$ cat src/rtl/buffer_sched_pkg.sv
`default_nettype none
// ============================================================================
//  Module   : buffer_sched_pkg
//  Purpose  : Shared buffer state encoding and width helpers for the
//             buffer_scheduler slice.
//  Revision : 1.0  initial release
// ============================================================================
package buffer_sched_pkg;

    typedef enum logic [1:0] {
        EMPTY    = 2'd0,
        FILLING  = 2'd1,
        FULL     = 2'd2,
        DRAINING = 2'd3
    } buf_state_t;

    // Index widths never collapse to zero bits, even for a single buffer/tile.
    function automatic int ptr_width(input int n);
        return (n > 1) ? $clog2(n) : 1;
    endfunction

    function automatic int cnt_width(input int n);
        return (n > 1) ? $clog2(n) : 1;
    endfunction

    function automatic int count_width(input int n);
        return $clog2(n + 1);
    endfunction

endpackage
`default_nettype wire

$ cat src/rtl/buffer_scheduler_rw_arbiter.sv
`default_nettype none
// ============================================================================
//  Module   : rw_arbiter
//  Purpose  : Two-requester write/read arbiter; alternates priority on
//             contested cycles, grants are mutually exclusive.
//  Revision : 1.0  initial release
// ============================================================================
module rw_arbiter (
    input  logic clk,
    input  logic reset,
    input  logic req_wr,
    input  logic req_rd,
    output logic gnt_wr,
    output logic gnt_rd
);

    // High when the read side is owed the next contested cycle.
    logic r_rd_first;

    always_comb begin
        gnt_wr = req_wr && !(req_rd && r_rd_first);
        gnt_rd = req_rd && !gnt_wr;
    end

    always_ff @(posedge clk) begin
        if (reset) begin
            r_rd_first <= 1'b0;
        end else if (req_wr && req_rd) begin
            r_rd_first <= gnt_wr;
        end
    end

endmodule
`default_nettype wire

$ cat src/rtl/buffer_scheduler.sv
`default_nettype none
// ============================================================================
//  Module   : buffer_scheduler
//  Purpose  : Allocation, tile counting and read/write sequencing for an
//             N-way ping-pong buffer_file.
//  Revision : 1.0  initial release
// ============================================================================
module buffer_scheduler
    import buffer_sched_pkg::*;
#(
    parameter int BUFFER_COUNT     = 2,
    parameter int TILES_PER_BUFFER = 4,
    parameter int TILE_WIDTH       = 256
) (
    input  logic                                 clk,
    input  logic                                 reset,
    input  logic                                 in_valid,
    input  logic [TILE_WIDTH-1:0]                in_data,
    output logic                                 in_ready,
    input  logic                                 out_req,
    output logic                                 out_valid,
    output logic                                 out_last,
    output logic                                 bf_write_enable,
    output logic [TILE_WIDTH-1:0]                bf_write_data,
    output logic [ptr_width(BUFFER_COUNT)-1:0]   bf_write_buffer,
    output logic                                 bf_read_enable,
    output logic [ptr_width(BUFFER_COUNT)-1:0]   bf_read_buffer,
    input  logic                                 bf_writing_done,
    input  logic                                 bf_reading_done,
    output logic [count_width(BUFFER_COUNT)-1:0] full_count,
    output logic                                 error
);

    localparam int c_PW = ptr_width(BUFFER_COUNT);
    localparam int c_CW = cnt_width(TILES_PER_BUFFER);
    localparam int c_FW = count_width(BUFFER_COUNT);

    localparam logic [c_CW-1:0] c_LAST_TILE = c_CW'(TILES_PER_BUFFER - 1);
    localparam logic [c_PW-1:0] c_LAST_BUF  = c_PW'(BUFFER_COUNT - 1);

    buf_state_t      r_state [BUFFER_COUNT];
    logic [c_PW-1:0] r_wr_sel;
    logic [c_PW-1:0] r_rd_sel;
    logic [c_CW-1:0] r_wr_cnt;
    logic [c_CW-1:0] r_rd_cnt;
    logic            r_out_valid;
    logic            r_out_last;
    logic            r_exp_wdone;
    logic            r_error;

    logic            w_wr_elig;
    logic            w_rd_elig;
    logic            w_gnt_wr;
    logic            w_gnt_rd;
    logic            w_wr_last;
    logic            w_rd_last;
    logic [c_FW-1:0] w_full_count;

    always_comb begin
        w_wr_elig = (r_state[r_wr_sel] == EMPTY) || (r_state[r_wr_sel] == FILLING);
        w_rd_elig = out_req &&
                    ((r_state[r_rd_sel] == FULL) || (r_state[r_rd_sel] == DRAINING));
        w_wr_last = (r_wr_cnt == c_LAST_TILE);
        w_rd_last = (r_rd_cnt == c_LAST_TILE);
    end

    rw_arbiter u_arbiter (
        .clk    (clk),
        .reset  (reset),
        .req_wr (w_wr_elig),
        .req_rd (w_rd_elig),
        .gnt_wr (w_gnt_wr),
        .gnt_rd (w_gnt_rd)
    );

    // No buffer_file access is issued while reset is asserted.
    assign in_ready        = w_gnt_wr && !reset;
    assign bf_write_enable = in_valid && in_ready;
    assign bf_write_data   = in_data;
    assign bf_write_buffer = r_wr_sel;
    assign bf_read_enable  = w_gnt_rd && !reset;
    assign bf_read_buffer  = r_rd_sel;

    always_comb begin
        w_full_count = '0;
        for (int i = 0; i < BUFFER_COUNT; i++) begin
            if ((r_state[i] == FULL) || (r_state[i] == DRAINING)) begin
                w_full_count = w_full_count + c_FW'(1);
            end
        end
    end

    assign full_count = w_full_count;
    assign out_valid  = r_out_valid;
    assign out_last   = r_out_last;
    assign error      = r_error;

    always_ff @(posedge clk) begin
        if (reset) begin
            for (int i = 0; i < BUFFER_COUNT; i++) begin
                r_state[i] <= EMPTY;
            end
            r_wr_sel    <= '0;
            r_rd_sel    <= '0;
            r_wr_cnt    <= '0;
            r_rd_cnt    <= '0;
            r_out_valid <= 1'b0;
            r_out_last  <= 1'b0;
            r_exp_wdone <= 1'b0;
            r_error     <= 1'b0;
        end else begin
            if (bf_write_enable) begin
                if (w_wr_last) begin
                    r_state[r_wr_sel] <= FULL;
                    r_wr_cnt          <= '0;
                    r_wr_sel          <= (r_wr_sel == c_LAST_BUF) ? '0 : r_wr_sel + 1'b1;
                end else begin
                    r_state[r_wr_sel] <= FILLING;
                    r_wr_cnt          <= r_wr_cnt + 1'b1;
                end
            end
            // Grants are exclusive, so the read update never touches the
            // buffer written above in the same cycle.
            if (bf_read_enable) begin
                if (w_rd_last) begin
                    r_state[r_rd_sel] <= EMPTY;
                    r_rd_cnt          <= '0;
                    r_rd_sel          <= (r_rd_sel == c_LAST_BUF) ? '0 : r_rd_sel + 1'b1;
                end else begin
                    r_state[r_rd_sel] <= DRAINING;
                    r_rd_cnt          <= r_rd_cnt + 1'b1;
                end
            end
            r_out_valid <= bf_read_enable;
            r_out_last  <= bf_read_enable && w_rd_last;
            r_exp_wdone <= bf_write_enable && w_wr_last;
            if ((bf_writing_done != r_exp_wdone) || (bf_reading_done != r_out_last)) begin
                r_error <= 1'b1;
            end
        end
    end

endmodule
`default_nettype wire
$ cat config.mk
export PLATFORM = sky130hd
export DESIGN_NAME = buffer_scheduler
export DESIGN_NICKNAME = d
export VERILOG_FILES = /design/src/rtl/buffer_sched_pkg.sv /design/src/rtl/buffer_scheduler_rw_arbiter.sv /design/src/rtl/buffer_scheduler.sv
export SDC_FILE = /design/constraint.sdc
export NUM_CORES = 1
export LEC_CHECK = 0
export CORE_AREA = 2 2 205 207
export DETAILED_ROUTE_END_ITERATION = 8
export DIE_AREA = 0 0 207 209
export GPL_TIMING_DRIVEN = 1
export MAX_ROUTING_LAYER = met4
export SETUP_SLACK_MARGIN = 0.05
export SYNTH_ARGS = -nofsm -noshare
export SYNTH_HDL_FRONTEND = slang
export SYNTH_SLANG_ARGS = --single-unit
$ cat constraint.sdc
create_clock -name clk -period 3 [get_ports clk]
set_input_delay 0.45 -clock clk [delete_from_list [all_inputs] [get_ports clk]]
set_output_delay 0.45 -clock clk [all_outputs]
set_load 0.02 [all_outputs]
==> results of run 1 <==
[worst min-delay path, delay by kind of cell, from the launching register on]
kind             cells  cell delay [ns]
AND/OR/NAND/NOR      1             0.05
flip-flops           1             0.30
AO/OA/AOI/OAI        1             0.06
[how the worst max path moves through the flow]
stage | cells past startpoint | slack (ns) | start | to
2_1_floorplan | 2 | 1.15 | r_state[1][1]$_SDFFCE_PN0P_ | in_ready
3_3_place_gp | 5 | 0.39 | out_req | bf_read_enable
3_5_place_dp | 5 | 0.36 | out_req | bf_read_enable
4_1_cts | 5 | 0.26 | r_state[1][1]$_SDFFCE_PN0P_ | bf_read_enable
5_1_grt | 5 | 0.14 | r_state[1][1]$_SDFFCE_PN0P_ | bf_read_enable
6_report | 5 | 0.28 | r_state[1][1]$_SDFFCE_PN0P_ | bf_read_enable
[routing by layer]
layer | share of wire | global-route usage
met5 | 0 | -
met4 | 0.077 | 0.0342
met1 | 0.21 | 0.0253
met2 | 0.40 | 0.0548
met3 | 0.31 | 0.0610
[cell type report]
cell class / count / area, sq um
Fill cell: 4907 / 39700
Tap cell: 539 / 674
Multi-Input combinational cell: 47 / 352
Sequential cell: 15 / 320
Timing Repair Buffer: 17 / 165
Clock buffer: 4 / 78.8
Inverter: 5 / 18.8
[where the power goes]
group | internal, mW | leakage [nW] | switching (mW) | total, mW
sequential | 0.209 | 0.126 | 0.00350 | 0.212
clock | 0.179 | 0.0382 | 0.0752 | 0.255
combinational | 0.0242 | 0.219 | 0.0231 | 0.0473
[through the flow]
stage | hold slack, ns | setup slack (ns) | power [mW] | std cells | cell area [sq um]
global route | 0.508 | 0.140 | 0.541 | 627 | 1610
floorplan | 0.440 | 1.15 | 0.741 | 326 | 2620
detailed placement | 0.462 | 0.359 | 0.264 | 623 | 1530
global placement | 0.466 | 0.393 | 0.264 | 623 | 1530
CTS | 0.473 | 0.260 | 0.524 | 627 | 1610
finish | 0.469 | 0.280 | 0.514 | 627 | 1610
[placed cells by master (no fill, tap or decap), types with 3 or more instances in the layout]
cell,Yosys,routed
sky130_fd_sc_hd__nor2_1,6,6
sky130_fd_sc_hd__xor2_1,3,3
sky130_fd_sc_hd__nand2_1,5,5
sky130_fd_sc_hd__dfxtp_1,13,13
sky130_fd_sc_hd__inv_1,5,5
sky130_fd_sc_hd__a21oi_1,3,3
sky130_fd_sc_hd__clkdlybuf4s50_1,0,15
sky130_fd_sc_hd__nand2b_1,3,3
sky130_fd_sc_hd__o21ai_0,5,5
sky130_fd_sc_hd__ha_1,3,3
sky130_fd_sc_hd__clkbuf_16,0,3
[kinds of logic after synthesis]
group | count (synthesis) | synth area share
buf+inv | 264 | 0.744
simple gates | 22 | 0.0463
flops | 15 | 0.122
mux | 4 | 0.0176
fa+ha+maj | 3 | 0.0143
compound gates | 15 | 0.0458
xor+xnor | 3 | 0.0100
==> results.yml, run 1 <==
setup_path:
  worst_setup_path_end_kind: "output pin"
  worst_path_largest_cell_delay_ns: 0.53
  path_buf_inv: 2
  arrival_ns: 2.27
  classification_of_the_worst_setup_path: "reg2out"
  timing.reg2reg.setup_slack_ns: 1.22
  worst_setup_path_start_kind: "register"
  reg2reg_from: "r_state[1][1]$_SDFFCE_PN0P_"
  cp_cell_sequence: "mux2_1 > o211ai_2 > nand2b_1 > inv_1 > clkdlybuf4s50_1"
  worst-path-max-fanout: 9
  r2r-end: "r_state[0][1]$_SDFFCE_PN0P_"
  required_ns: 2.55
  critPathTopFamily: "buffers and inverters"
  critical-path-slowest-cell: "sky130_fd_sc_hd__clkdlybuf4s50_1"
  reg2regPathDepth: 4
timing:
  clk_skew_ns: 0.00203
  layout_worst_path_cycle_share: 0.907
  hold_viol_final: 0
  final.min_clock_period_ns: 2.72
  final_max_slew_violation_count: 0
  rsz0062_at_grt: "no"
  tns_ns: 0
  relSlewSlack: 0.741
  timing.fmax_mhz: 368
  finalSetupViolCount: 0
  worstMarginPinSlew_ns: 0.388
global_route:
  global_route.usage.total: 0.0428
  grt_pass1_vias: 1140
  globalRouteOverflowTotal: 0
  grt_first_pass_wirelength_mm: 11.8
  antenna_found_initial: 0
  grt_start_max_net_pins: 11
die:
  initial_cell_density_of_the_core: 0.0635
  design.die.area_sq_um: 43300
  core_sq_um: 41300
  std_cell_rows: 75
  die_h_um: 209
  die_width_um: 207
  top_level_ports: 528
clocking:
  cts-root-to-sink-buffers: 2
  worstSkewPairLatency_ns: 0.24
  clock_buffer_count_from_cts: 3
  clk_transition_reported_paths_ns: 0.05
  clock_sink_count: 15
  post_cts_hold_buffer_count: 0
  clock_tree.htree_level_count: 1
  post_cts_resized: 0
  clock-root-buffer: "sky130_fd_sc_hd__clkbuf_16"
  cts_tree: "yes"
  postCtsSetupRepairBufs: 0
drt:
  drt_iter0_markers: 41
  dr_total_vias: 999
  avgRoutedWirePerCell_um: 15.6
  dr.pass1.iters: 4
  antenna_violating_nets_post_route: 0
  drcViolationCount: 0
  detail_route.wirelength_mm: 9.75
  drt-vias-per-instance: 1.59
synthesis:
  synth_nets: 591
  yosysMostFrequentCell: "sky130_fd_sc_hd__buf_4"
  post_synth_most_frequent_cells: "sky130_fd_sc_hd__buf_4, sky130_fd_sc_hd__dfxtp_1, sky130_fd_sc_hd__nor2_1"
  yosys.cell_types.count: 27
  mappedNetlistArea_sq_um: 2620
  synth.top_cells.by_area: "sky130_fd_sc_hd__buf_4, sky130_fd_sc_hd__dfxtp_1, sky130_fd_sc_hd__edfxtp_1, sky130_fd_sc_hd__ha_1, sky130_fd_sc_hd__a311oi_4"
  seq_area_frac_synth: 0.122
  synth_largest_area_cell: "sky130_fd_sc_hd__buf_4"
  synth_enable_flop_cells: 2
  synth_largest_type_area_fraction: 0.732
  postSynth.asyncResetShare: 0
  synth_warnings: 0
  syn_area_per_cell_sq_um: 8.05
  synth.ff_latch_count: 15
  synth_cells: 326
  ys.flop_type: "sky130_fd_sc_hd__dfxtp_1"
job:
  drv.max_cap_violation_count: 0
placement:
  io_buffer_count: 15
  dp.final_hpwl_mm: 8.60
  routabilityCongestion: 0.674
power_and_ir_drop:
  leakagePower_nw: 0.384
  powerDensity_nw_per_um2: 320
  vdd_ir_drop_max_v: 0.000134
outcome:
  status: "completed"
finish:
  final_core_util: 0.0390
  layout-area-overhead-vs-synth_pct: -38.7
  diodes: 0
  drive_gt1_frac: 0.114
  final_net_count: 354
hold_path:
  hold_end: "r_wr_cnt[1]$_SDFFE_PP0N_"
  min-delay-path-class: "reg2reg"
  worst_hold_startpoint: "r_wr_cnt[1]$_SDFFE_PP0N_"
  min_delay_path_depth: 2
Power figures use the tool's default switching activity.
==> run 2: changes to the inputs <==
--- a/config.mk
+++ b/config.mk
@@ -6,7 +6,7 @@
 export NUM_CORES = 1
 export LEC_CHECK = 0
-export CORE_AREA = 2 2 205 207
+export CORE_AREA = 2 2 203 205
 export DETAILED_ROUTE_END_ITERATION = 8
-export DIE_AREA = 0 0 207 209
+export DIE_AREA = 0 0 205 207
 export GPL_TIMING_DRIVEN = 1
 export MAX_ROUTING_LAYER = met4
==> constraint.sdc (replaced) <==
create_clock -name clk -period 2.2 [get_ports clk]
set_input_delay 0.33 -clock clk [delete_from_list [all_inputs] [get_ports clk]]
set_output_delay 0.33 -clock clk [all_outputs]
set_load 0.005 [all_outputs]
==> run 2 against run 1 <==
Hold slack got worse by 0.0057 ns. Largest power group unchanged. First-iteration DRC count shrank 59%. Design area grew 3.6%.
==> results.yml, run 2 (synthesis gave the netlist of run 1 again) <==
outcome:
  status: "completed"
setup_path:
  critical-path-slowest-cell: "sky130_fd_sc_hd__edfxtp_1"
  timing.reg2reg.setup_slack_ns: 0.41
  cp_cell_sequence: "mux2_4 > o211ai_2 > nand2b_4 > inv_1 > clkdlybuf4s50_1"
  arrival_ns: 1.76
  worst_path_largest_cell_delay_ns: 0.43
  classification_of_the_worst_setup_path: "reg2out"
  worst-path-max-fanout: 4
  worst_setup_path_start_kind: "register"
  worst_setup_path_end_kind: "output pin"
  required_ns: 1.87
global_route:
  grt_start_max_net_pins: 11
  grt_pass1_vias: 1095
  globalRouteOverflowTotal: 0
  antenna_found_initial: 0
  grt_first_pass_wirelength_mm: 13.8
  global_route.usage.total: 0.0537
drt:
  avgRoutedWirePerCell_um: 19.1
  dr.pass1.iters: 4
  drt-vias-per-instance: 1.67
  dr_total_vias: 1045
  drt_iter0_markers: 17
  detail_route.wirelength_mm: 12.0
  antenna_violating_nets_post_route: 0
  drcViolationCount: 0
placement:
  placed_area_sq_um: 1540
  io_buffer_count: 15
  dp.final_hpwl_mm: 10.8
  preCtsSetupSlack_ns: 0.0777
  routabilityCongestion: 0.703
finish:
  layout-area-overhead-vs-synth_pct: -36.5
  final_net_count: 361
  drive_gt1_frac: 0.211
  stdcell_area_sq_um: 1670
  diodes: 0
  layout.cells.most_common_list: "sky130_fd_sc_hd__dfxtp_1, sky130_fd_sc_hd__clkdlybuf4s50_1, sky130_fd_sc_hd__buf_4"
clocking:
  cts-root-to-sink-buffers: 2
  clock-root-buffer: "sky130_fd_sc_hd__clkbuf_16"
  clk_transition_reported_paths_ns: 0.05
  clock_sink_count: 15
  worstSkewPairLatency_ns: 0.24
  clock_buffer_count_from_cts: 3
  clock_tree.htree_level_count: 1
  cts_tree: "yes"
hold_path:
  min-delay-path-class: "reg2reg"
die:
  std_cell_rows: 74
  core_sq_um: 40400
  design.die.area_sq_um: 42400
  initial_cell_density_of_the_core: 0.0650
  die_width_um: 205
  die_h_um: 207
  top_level_ports: 528
timing:
  clk_skew_ns: 0.000431
  relSlewSlack: 0.844
  worstMarginPinSlew_ns: 0.232
  final_max_slew_violation_count: 0
  final.min_clock_period_ns: 2.09
  hold_viol_final: 0
  timing.fmax_mhz: 479
  rsz0062_at_grt: "no"
  layout_worst_path_cycle_share: 0.949
  finalSetupViolCount: 0
  post-route-worst-setup-slack_ns: 0.112
  tns_ns: 0
power_and_ir_drop:
  vdd_ir_drop_max_v: 0.000346
  powerDensity_nw_per_um2: 424
  leakagePower_nw: 0.447
job:
  drv.max_cap_violation_count: 0
## run 2: changes by cell type in the layout (fill, tap and decap cells not counted), sizes merged
cell,before,now
buf,2,9
clkbuf,4,3
clkdlybuf4s50,15,13
clkinv,0,1
dlygate4sd2,0,1
dlymetal6s2s,0,1
## run 2: worst paths after layout
kind / startpoint / to / cells after the start
setup / recovery: r_state[0][1]$_SDFFCE_PN0P_ / bf_read_enable / 5
hold / removal: r_wr_cnt[1]$_SDFFE_PP0N_ / r_wr_cnt[1]$_SDFFE_PP0N_ / 2
setup reg to reg: r_state[0][1]$_SDFFCE_PN0P_ / r_state[1][1]$_SDFFCE_PN0P_ / 6
hold reg to reg: r_wr_cnt[1]$_SDFFE_PP0N_ / r_wr_cnt[1]$_SDFFE_PP0N_ / 2
## run 2: worst max-delay path: cells and delay by family (launching register included)
family	cells	cell delay [ns]
buffers and inverters	2	0.46
AOI/OAI and AO/OA	1	0.16
and+or+nand+nor	1	0.15
muxes	1	0.31
DFF	1	0.43
## run 2: metal layers
layer | routed length, um | GRT usage | part of all wire | up-vias
met5 | 0 | - | 0 | -
met4 | 1040 | 0.0419 | 0.086 | 0
met3 | 3830 | 0.0785 | 0.32 | 106
met2 | 5340 | 0.0803 | 0.45 | 273
met1 | 1790 | 0.0215 | 0.15 | 368
li1 | - | - | - | 298
## run 2: metrics by stage
step           std cells  hold slack [ns]  power, mW  utilization
6_report             627            0.463      0.707       0.0413
4_1_cts              625            0.469      0.709       0.0406
3_3_place_gp         619            0.459      0.353       0.0382
5_1_grt              627            0.493      0.729       0.0413
2_1_floorplan        326            0.440      0.699            -
3_5_place_dp         619            0.460      0.355       0.0382
## run 2: what timing repair did
action                                  4_1_cts  5_1_grt
cloned                                        0        0
hold buffers                                  0        0
setup buffers                                 2        2
gates resized for setup                       2        3
pin swaps                                     0        0
endpoints found under the setup margin        3        2
## run 2: layout make-up
cell class                 count  area, sq um
multi-input combinational     47          363
sequential                    15          320
clock buffer                   3         75.1
tap                          532          666
fill                        4851        38700
timing repair buffer          24          219
clock inverter                 1         5.00
inverter                       5         18.8
## run 2: power by group
group	total (mW)	leakage, nW	internal [mW]	switching, mW
combinational	0.0658	0.280	0.0390	0.0268
sequential	0.289	0.126	0.285	0.00445
clock	0.352	0.0409	0.243	0.109
==> run 3: changes to the inputs <==
Settings changed: ABC_CLOCK_PERIOD_IN_PS set to 2200.
==> results of run 3 <==
The final DEF is identical to that of run 2; final timing and power are the same.
